[src/rtl/axis_master_if.sv]
// Backend valid/ready beat source plus AXI4-Stream master lanes. The DUT takes the
// master side; a testbench or backend model takes the slave side.
interface axis_master_if;
    logic [31:0] bk_data;
    logic [3:0]  bk_tstrb;
    logic [3:0]  bk_tkeep;
    logic [1:0]  bk_user;
    logic        bk_tlast;
    logic        bk_valid;
    logic        bk_ready;
    logic        axis_tvalid;
    logic [31:0] axis_tdata;
    logic [3:0]  axis_tstrb;
    logic [3:0]  axis_tkeep;
    logic [1:0]  axis_tuser;
    logic        axis_tlast;
    logic        axis_tready;

    modport master (
        input  bk_data, bk_tstrb, bk_tkeep, bk_user, bk_tlast, bk_valid,
        output bk_ready,
        output axis_tvalid, axis_tdata, axis_tstrb, axis_tkeep, axis_tuser, axis_tlast,
        input  axis_tready
    );

    modport slave (
        output bk_data, bk_tstrb, bk_tkeep, bk_user, bk_tlast, bk_valid,
        input  bk_ready,
        input  axis_tvalid, axis_tdata, axis_tstrb, axis_tkeep, axis_tuser, axis_tlast,
        output axis_tready
    );
endinterface

[src/rtl/axis_master.sv]
// AXI4-Stream transmit bridge: small register FIFO between a valid/ready backend and
// an AXIS master port, plus a packet-in-flight flag driven by the popped tlast.
module axis_master #(
    parameter int DEPTH = 4,
    parameter int AW    = 2
) (
    input  logic          axi_aclk,
    input  logic          axi_aresetn,
    axis_master_if.master bus,
    output logic [AW:0]   fifo_count,
    output logic          pkt_active
);
    typedef struct packed {
        logic        tlast;
        logic [1:0]  user;
        logic [3:0]  keep;
        logic [3:0]  strb;
        logic [31:0] data;
    } beat_t;

    typedef enum logic {S_IDLE, S_ACTIVE} state_t;

    localparam logic [AW:0] CNT_FULL = (AW+1)'(DEPTH);

    beat_t           r_mem [DEPTH];
    logic [AW-1:0]   r_wr_ptr;
    logic [AW-1:0]   r_rd_ptr;
    logic [AW:0]     r_count;
    state_t          r_state;
    state_t          w_state_nxt;
    logic            w_push;
    logic            w_pop;
    logic            w_full;
    logic            w_empty;
    beat_t           w_in;
    beat_t           w_out;

    // Flags come only from r_count, so bk_ready has no path from axis_tready.
    assign w_full  = (r_count == CNT_FULL);
    assign w_empty = (r_count == '0);
    assign w_push  = bus.bk_valid & ~w_full;
    assign w_pop   = bus.axis_tready & ~w_empty;

    assign w_in = '{tlast: bus.bk_tlast, user: bus.bk_user, keep: bus.bk_tkeep,
                    strb: bus.bk_tstrb, data: bus.bk_data};

    // Storage needs no reset: the payload is only qualified by axis_tvalid.
    always_ff @(posedge axi_aclk) begin
        if (w_push) r_mem[r_wr_ptr] <= w_in;
    end

    always_ff @(posedge axi_aclk or negedge axi_aresetn) begin
        if (!axi_aresetn) begin
            r_wr_ptr <= '0;
            r_rd_ptr <= '0;
            r_count  <= '0;
        end else begin
            if (w_push) r_wr_ptr <= r_wr_ptr + AW'(1);
            if (w_pop)  r_rd_ptr <= r_rd_ptr + AW'(1);
            case ({w_push, w_pop})
                2'b10:   r_count <= r_count + (AW+1)'(1);
                2'b01:   r_count <= r_count - (AW+1)'(1);
                default: r_count <= r_count;
            endcase
        end
    end

    always_ff @(posedge axi_aclk or negedge axi_aresetn) begin
        if (!axi_aresetn) r_state <= S_IDLE;
        else              r_state <= w_state_nxt;
    end

    always_comb begin
        w_state_nxt = r_state;
        case (r_state)
            S_IDLE:   if (w_pop && !w_out.tlast) w_state_nxt = S_ACTIVE;
            S_ACTIVE: if (w_pop &&  w_out.tlast) w_state_nxt = S_IDLE;
            default:  w_state_nxt = S_IDLE;
        endcase
    end

    assign w_out = r_mem[r_rd_ptr];

    assign bus.bk_ready    = ~w_full;
    assign bus.axis_tvalid = ~w_empty;
    assign bus.axis_tdata  = w_out.data;
    assign bus.axis_tstrb  = w_out.strb;
    assign bus.axis_tkeep  = w_out.keep;
    assign bus.axis_tuser  = w_out.user;
    assign bus.axis_tlast  = w_out.tlast;
    assign fifo_count      = r_count;
    assign pkt_active      = (r_state == S_ACTIVE);
endmodule
[src/flat_wrapper.sv]
// flat-port wrapper written by rule: the top's interface ports become plain ports
module axis_master_flat 
#(
    parameter int DEPTH = 4,
    parameter int AW    = 2
)
  (axi_aclk, axi_aresetn, fifo_count, pkt_active, bus_bk_data, bus_bk_tstrb, bus_bk_tkeep, bus_bk_user, bus_bk_tlast, bus_bk_valid, bus_bk_ready, bus_axis_tvalid, bus_axis_tdata, bus_axis_tstrb, bus_axis_tkeep, bus_axis_tuser, bus_axis_tlast, bus_axis_tready);
  axis_master_if bus_i ();
  input  logic axi_aclk;
  input  logic axi_aresetn;
  output logic [AW:0] fifo_count;
  output logic pkt_active;
  input wire logic [$bits(bus_i.bk_data)-1:0] bus_bk_data;
  input wire logic [$bits(bus_i.bk_tstrb)-1:0] bus_bk_tstrb;
  input wire logic [$bits(bus_i.bk_tkeep)-1:0] bus_bk_tkeep;
  input wire logic [$bits(bus_i.bk_user)-1:0] bus_bk_user;
  input wire logic [$bits(bus_i.bk_tlast)-1:0] bus_bk_tlast;
  input wire logic [$bits(bus_i.bk_valid)-1:0] bus_bk_valid;
  output wire logic [$bits(bus_i.bk_ready)-1:0] bus_bk_ready;
  output wire logic [$bits(bus_i.axis_tvalid)-1:0] bus_axis_tvalid;
  output wire logic [$bits(bus_i.axis_tdata)-1:0] bus_axis_tdata;
  output wire logic [$bits(bus_i.axis_tstrb)-1:0] bus_axis_tstrb;
  output wire logic [$bits(bus_i.axis_tkeep)-1:0] bus_axis_tkeep;
  output wire logic [$bits(bus_i.axis_tuser)-1:0] bus_axis_tuser;
  output wire logic [$bits(bus_i.axis_tlast)-1:0] bus_axis_tlast;
  input wire logic [$bits(bus_i.axis_tready)-1:0] bus_axis_tready;
  assign bus_i.bk_data = bus_bk_data;
  assign bus_i.bk_tstrb = bus_bk_tstrb;
  assign bus_i.bk_tkeep = bus_bk_tkeep;
  assign bus_i.bk_user = bus_bk_user;
  assign bus_i.bk_tlast = bus_bk_tlast;
  assign bus_i.bk_valid = bus_bk_valid;
  assign bus_bk_ready = bus_i.bk_ready;
  assign bus_axis_tvalid = bus_i.axis_tvalid;
  assign bus_axis_tdata = bus_i.axis_tdata;
  assign bus_axis_tstrb = bus_i.axis_tstrb;
  assign bus_axis_tkeep = bus_i.axis_tkeep;
  assign bus_axis_tuser = bus_i.axis_tuser;
  assign bus_axis_tlast = bus_i.axis_tlast;
  assign bus_i.axis_tready = bus_axis_tready;
  axis_master #(.DEPTH(DEPTH), .AW(AW)) u_core (.axi_aclk(axi_aclk), .axi_aresetn(axi_aresetn), .bus(bus_i), .fifo_count(fifo_count), .pkt_active(pkt_active));
endmodule
[config.mk]
export PLATFORM = sky130hd
export DESIGN_NAME = axis_master_flat
export DESIGN_NICKNAME = d
export VERILOG_FILES = /design/src/rtl/axis_master_if.sv /design/src/rtl/axis_master.sv /design/src/flat_wrapper.sv
export SDC_FILE = /design/constraint.sdc
export NUM_CORES = 1
export LEC_CHECK = 0
export CAP_MARGIN = 10
export CORE_MARGIN = 2
export CORE_UTILIZATION = 30
export CTS_CLUSTER_DIAMETER = 40
export CTS_CLUSTER_SIZE = 8
export DETAILED_ROUTE_END_ITERATION = 7
export MAX_ROUTING_LAYER = met4
export SKIP_CTS_REPAIR_TIMING = 1
export SLEW_MARGIN = 20
export SYNTH_ARGS = -nofsm -noshare
export SYNTH_HDL_FRONTEND = slang
export SYNTH_SLANG_ARGS = --single-unit
[constraint.sdc]
create_clock -name axi_aclk -period 2.5 [get_ports axi_aclk]
set_clock_uncertainty 0.05 [all_clocks]
set_input_delay 0.5 -clock axi_aclk [delete_from_list [all_inputs] [get_ports axi_aclk]]
set_output_delay 0.5 -clock axi_aclk [all_outputs]
set_load 0.02 [all_outputs]
==> flow_metrics.env <==
export IMPL_status="finished clean"
export IMPL_cp_arrival_ps=1880
export IMPL_grt_overflow_total=0
export IMPL_cp_num_buf_inv=3
export IMPL_max_stage_delay_ps=500
export IMPL_syn_nets=319
export IMPL_synth_cell_area_mm2=0.00666
export IMPL_clkTransAtPathRegs_ps=70
export IMPL_ir_drop_mv=0.566
export IMPL_root_buffer="clkbuf_16"
export IMPL_yosysWarnings=0
export IMPL_power_leakage_nw=3.16
export IMPL_cts_sinks=180
export IMPL_required_ps=1950
export IMPL_grt_pass1_vias=3311
export IMPL_grt_pass1_wl_um=19200
export IMPL_worst_setup_path_end_kind="output port"
export IMPL_antennaDiodeCount=0
export IMPL_synth_seq_area_share_pct=80.6
export IMPL_die_area_mm2=0.0234
export IMPL_crit_slowest_cell="mux4_2"
export IMPL_period_needed_ps=2430
export IMPL_grt_max_degree=44
export IMPL_cts_buffers=17
export IMPL_synth_seq_cells=180
export IMPL_dieHeight_um=153
export IMPL_antenna_found_initial=0
export IMPL_layout_drive_gt1_share_pct=27.5
export IMPL_tritoncts="yes"
export IMPL_hold_class="primary input to asynchronous set/reset pin"
export IMPL_io_pins=96
export IMPL_synth_top_area_share_pct=77.6
export IMPL_clk_latency_ps=410
export IMPL_cp_start_kind="flip-flop"
export IMPL_htreeDepth=4
export IMPL_fp_dieW_um=153
export IMPL_wl_per_cell_um=18.7
export IMPL_crit_fanout=6
export IMPL_yosys_cell_types_count=21
export IMPL_ant_nets=0
export IMPL_slew_violations=0
export IMPL_drv_cap=0
export IMPL_finalSetupViolCount=0
export IMPL_start_util_pct=30.5
export IMPL_period_share_pct=97.2
export IMPL_tightestPinTransition_ps=413
export IMPL_syn_area_per_cell_um2=25.0
export IMPL_p_per_area_mw_per_mm2=1220
export IMPL_grt_usage_pct=11.3
export IMPL_clock_tree_buffer_depth=2
export IMPL_finalHoldViolCount=0
export IMPL_hold_slack_ps=330
export IMPL_num_rows=54
export IMPL_critPathTopFamily="multiplexers"
export IMPL_critPathKind="flip-flop to output port"
export IMPL_vias_per_cell=4.44
export IMPL_hpwl_um=7170
export IMPL_fin_nets=436
export IMPL_syn2layout_area_growth_pct=31.6
export IMPL_clock_fmax_ghz=0.411
export IMPL_routed_wl_um=12600
export IMPL_rsz0062_at_grt="true"
export IMPL_yosys_area_top_type="edfxtp_1"
export IMPL_drc_errors=0
export IMPL_portBuffers=95
export IMPL_firstDrtPassIters=4
export IMPL_vias=3002
export IMPL_slew_headroom_pct=72.4
export IMPL_power_total_w=0.0107
export IMPL_postSynthCellCount=266
export IMPL_cp_cell_sequence="buf_6 -> clkbuf_16 -> mux4_2 -> buf_2"
export IMPL_core_mm2=0.0218
export IMPL_synthTopCellsByArea="edfxtp_1 (78%), mux4_2 (15%), dfrtp_1 (3.0%), ha_1 (0.94%), xnor2_1 (0.53%)"
export IMPL_gp_congestion=0.648
export IMPL_fillers=1910
export IMPL_first_iter_violations=147
-- report_power, final --
part	total, W	internal [W]	switching, W
clock network	0.00266	0.00150	0.00116
registers	0.00420	0.00400	0.000197
logic	0.00385	0.00187	0.00198
total	0.0107	0.00737	0.00333
-- cell type report --
type                            count  area (um2)  share of cell area [%]
Sequential cell                   180        5370                    61.3
Multi-Input combinational cell     69        1210                    13.8
Timing Repair Buffer              108        1210                    13.8
Clock buffer                       17         425                    4.86
Tap cell                          280         350                    4.00
Clock inverter                     15         169                    1.93
Inverter                            7        26.3                   0.300
-- routing by layer --
layer	global-route usage, %	vias to the layer above	share of wire, %
met4	2.78	0	0.81
met2	18.4	63	52
met5	-	-	0
met3	3.86	6	3.9
li1	-	1353	-
met1	13.8	1580	43
-- registers in the layout, summed over array words and instances, names as in the netlist, named ones only --
| signal | flops |
|---|---|
| u_core.r_mem | 172 |
| u_core.r_rd_ptr | 2 |
| u_core.r_wr_ptr | 2 |
| u_core.fifo_count | 3 |
-- worst paths after layout --
path,start,to,slack (ps),cells past startpoint
setup / recovery,u_core.r_rd_ptr[0]$_DFFE_PN0N_,bus_axis_tdata[20],70,4
hold / removal,axi_aresetn,u_core.fifo_count[2]$_DFFE_PN0P_,330,1
setup reg to reg,u_core.fifo_count[0]$_DFFE_PN0P_,u_core.fifo_count[2]$_DFFE_PN0P_,190,9
hold reg to reg,flip-flop,flip-flop,450,2
max in group asynchronous,axi_aresetn,u_core.r_rd_ptr[0]$_DFFE_PN0N_,1750,1
min in group axi_aclk,flip-flop,flip-flop,450,2
-- synth_stat cells --
cell and n:
and2_4 1, and3_2 4, buf_1 3, buf_2 3, buf_4 4, dfrtp_1 8, edfxtp_1 172, fa_1 1
ha_1 5, inv_1 7, mux2_4 1, mux2i_1 1, mux4_2 43, nand2_1 2, nor2_1 1, o21ai_0 1
o31ai_1 1, or3_2 1, or3b_4 1, xnor2_1 4, xor2_1 2
-- per-stage QoR --
stage,setup WS [ps],std cells,instance area [um2],util (%),TNS [ps]
3_5_place_dp,130,641,8080,37.0,0
4_1_cts,-339,673,8680,39.8,-11610
2_1_floorplan,222,266,6660,-,0
3_3_place_gp,142,641,8080,37.0,0
5_1_grt,-5.80,676,8760,40.1,-25.6
6_report,68.9,676,8760,40.1,0
-- logic make-up after synthesis --
| family | count (synthesis) | share of synthesized area (%) |
|---|---|---|
| adders and majority gates | 6 | 1.24 |
| DFF | 180 | 80.6 |
| muxes | 45 | 14.9 |
| AOI/OAI and AO/OA | 2 | 0.188 |
| xor gates and xnor gates | 6 | 0.789 |
| buffers and inverters | 17 | 1.24 |
| and+or+nand+nor | 10 | 1.03 |
-- placed cells by master (no fill, tap or decap), drive strengths merged --
cell	synthesis	final
dlymetal6s2s	0	33
dfrtp	8	8
clkinvlp	0	2
nor2	1	1
ha	5	5
xnor2	4	4
xor2	2	2
inv	7	14
clkdlybuf4s50	0	51
and2	1	1
and3	4	4
bufinv	0	2
buf	10	17
o21ai	1	1
mux4	43	43
edfxtp	172	172
fa	1	1
clkbuf	0	24
or3	1	1
or3b	1	1
mux2i	1	1
nand2	2	2
o31ai	1	1
mux2	1	1
clkinv	0	4
Power figures use the tool's default switching activity.
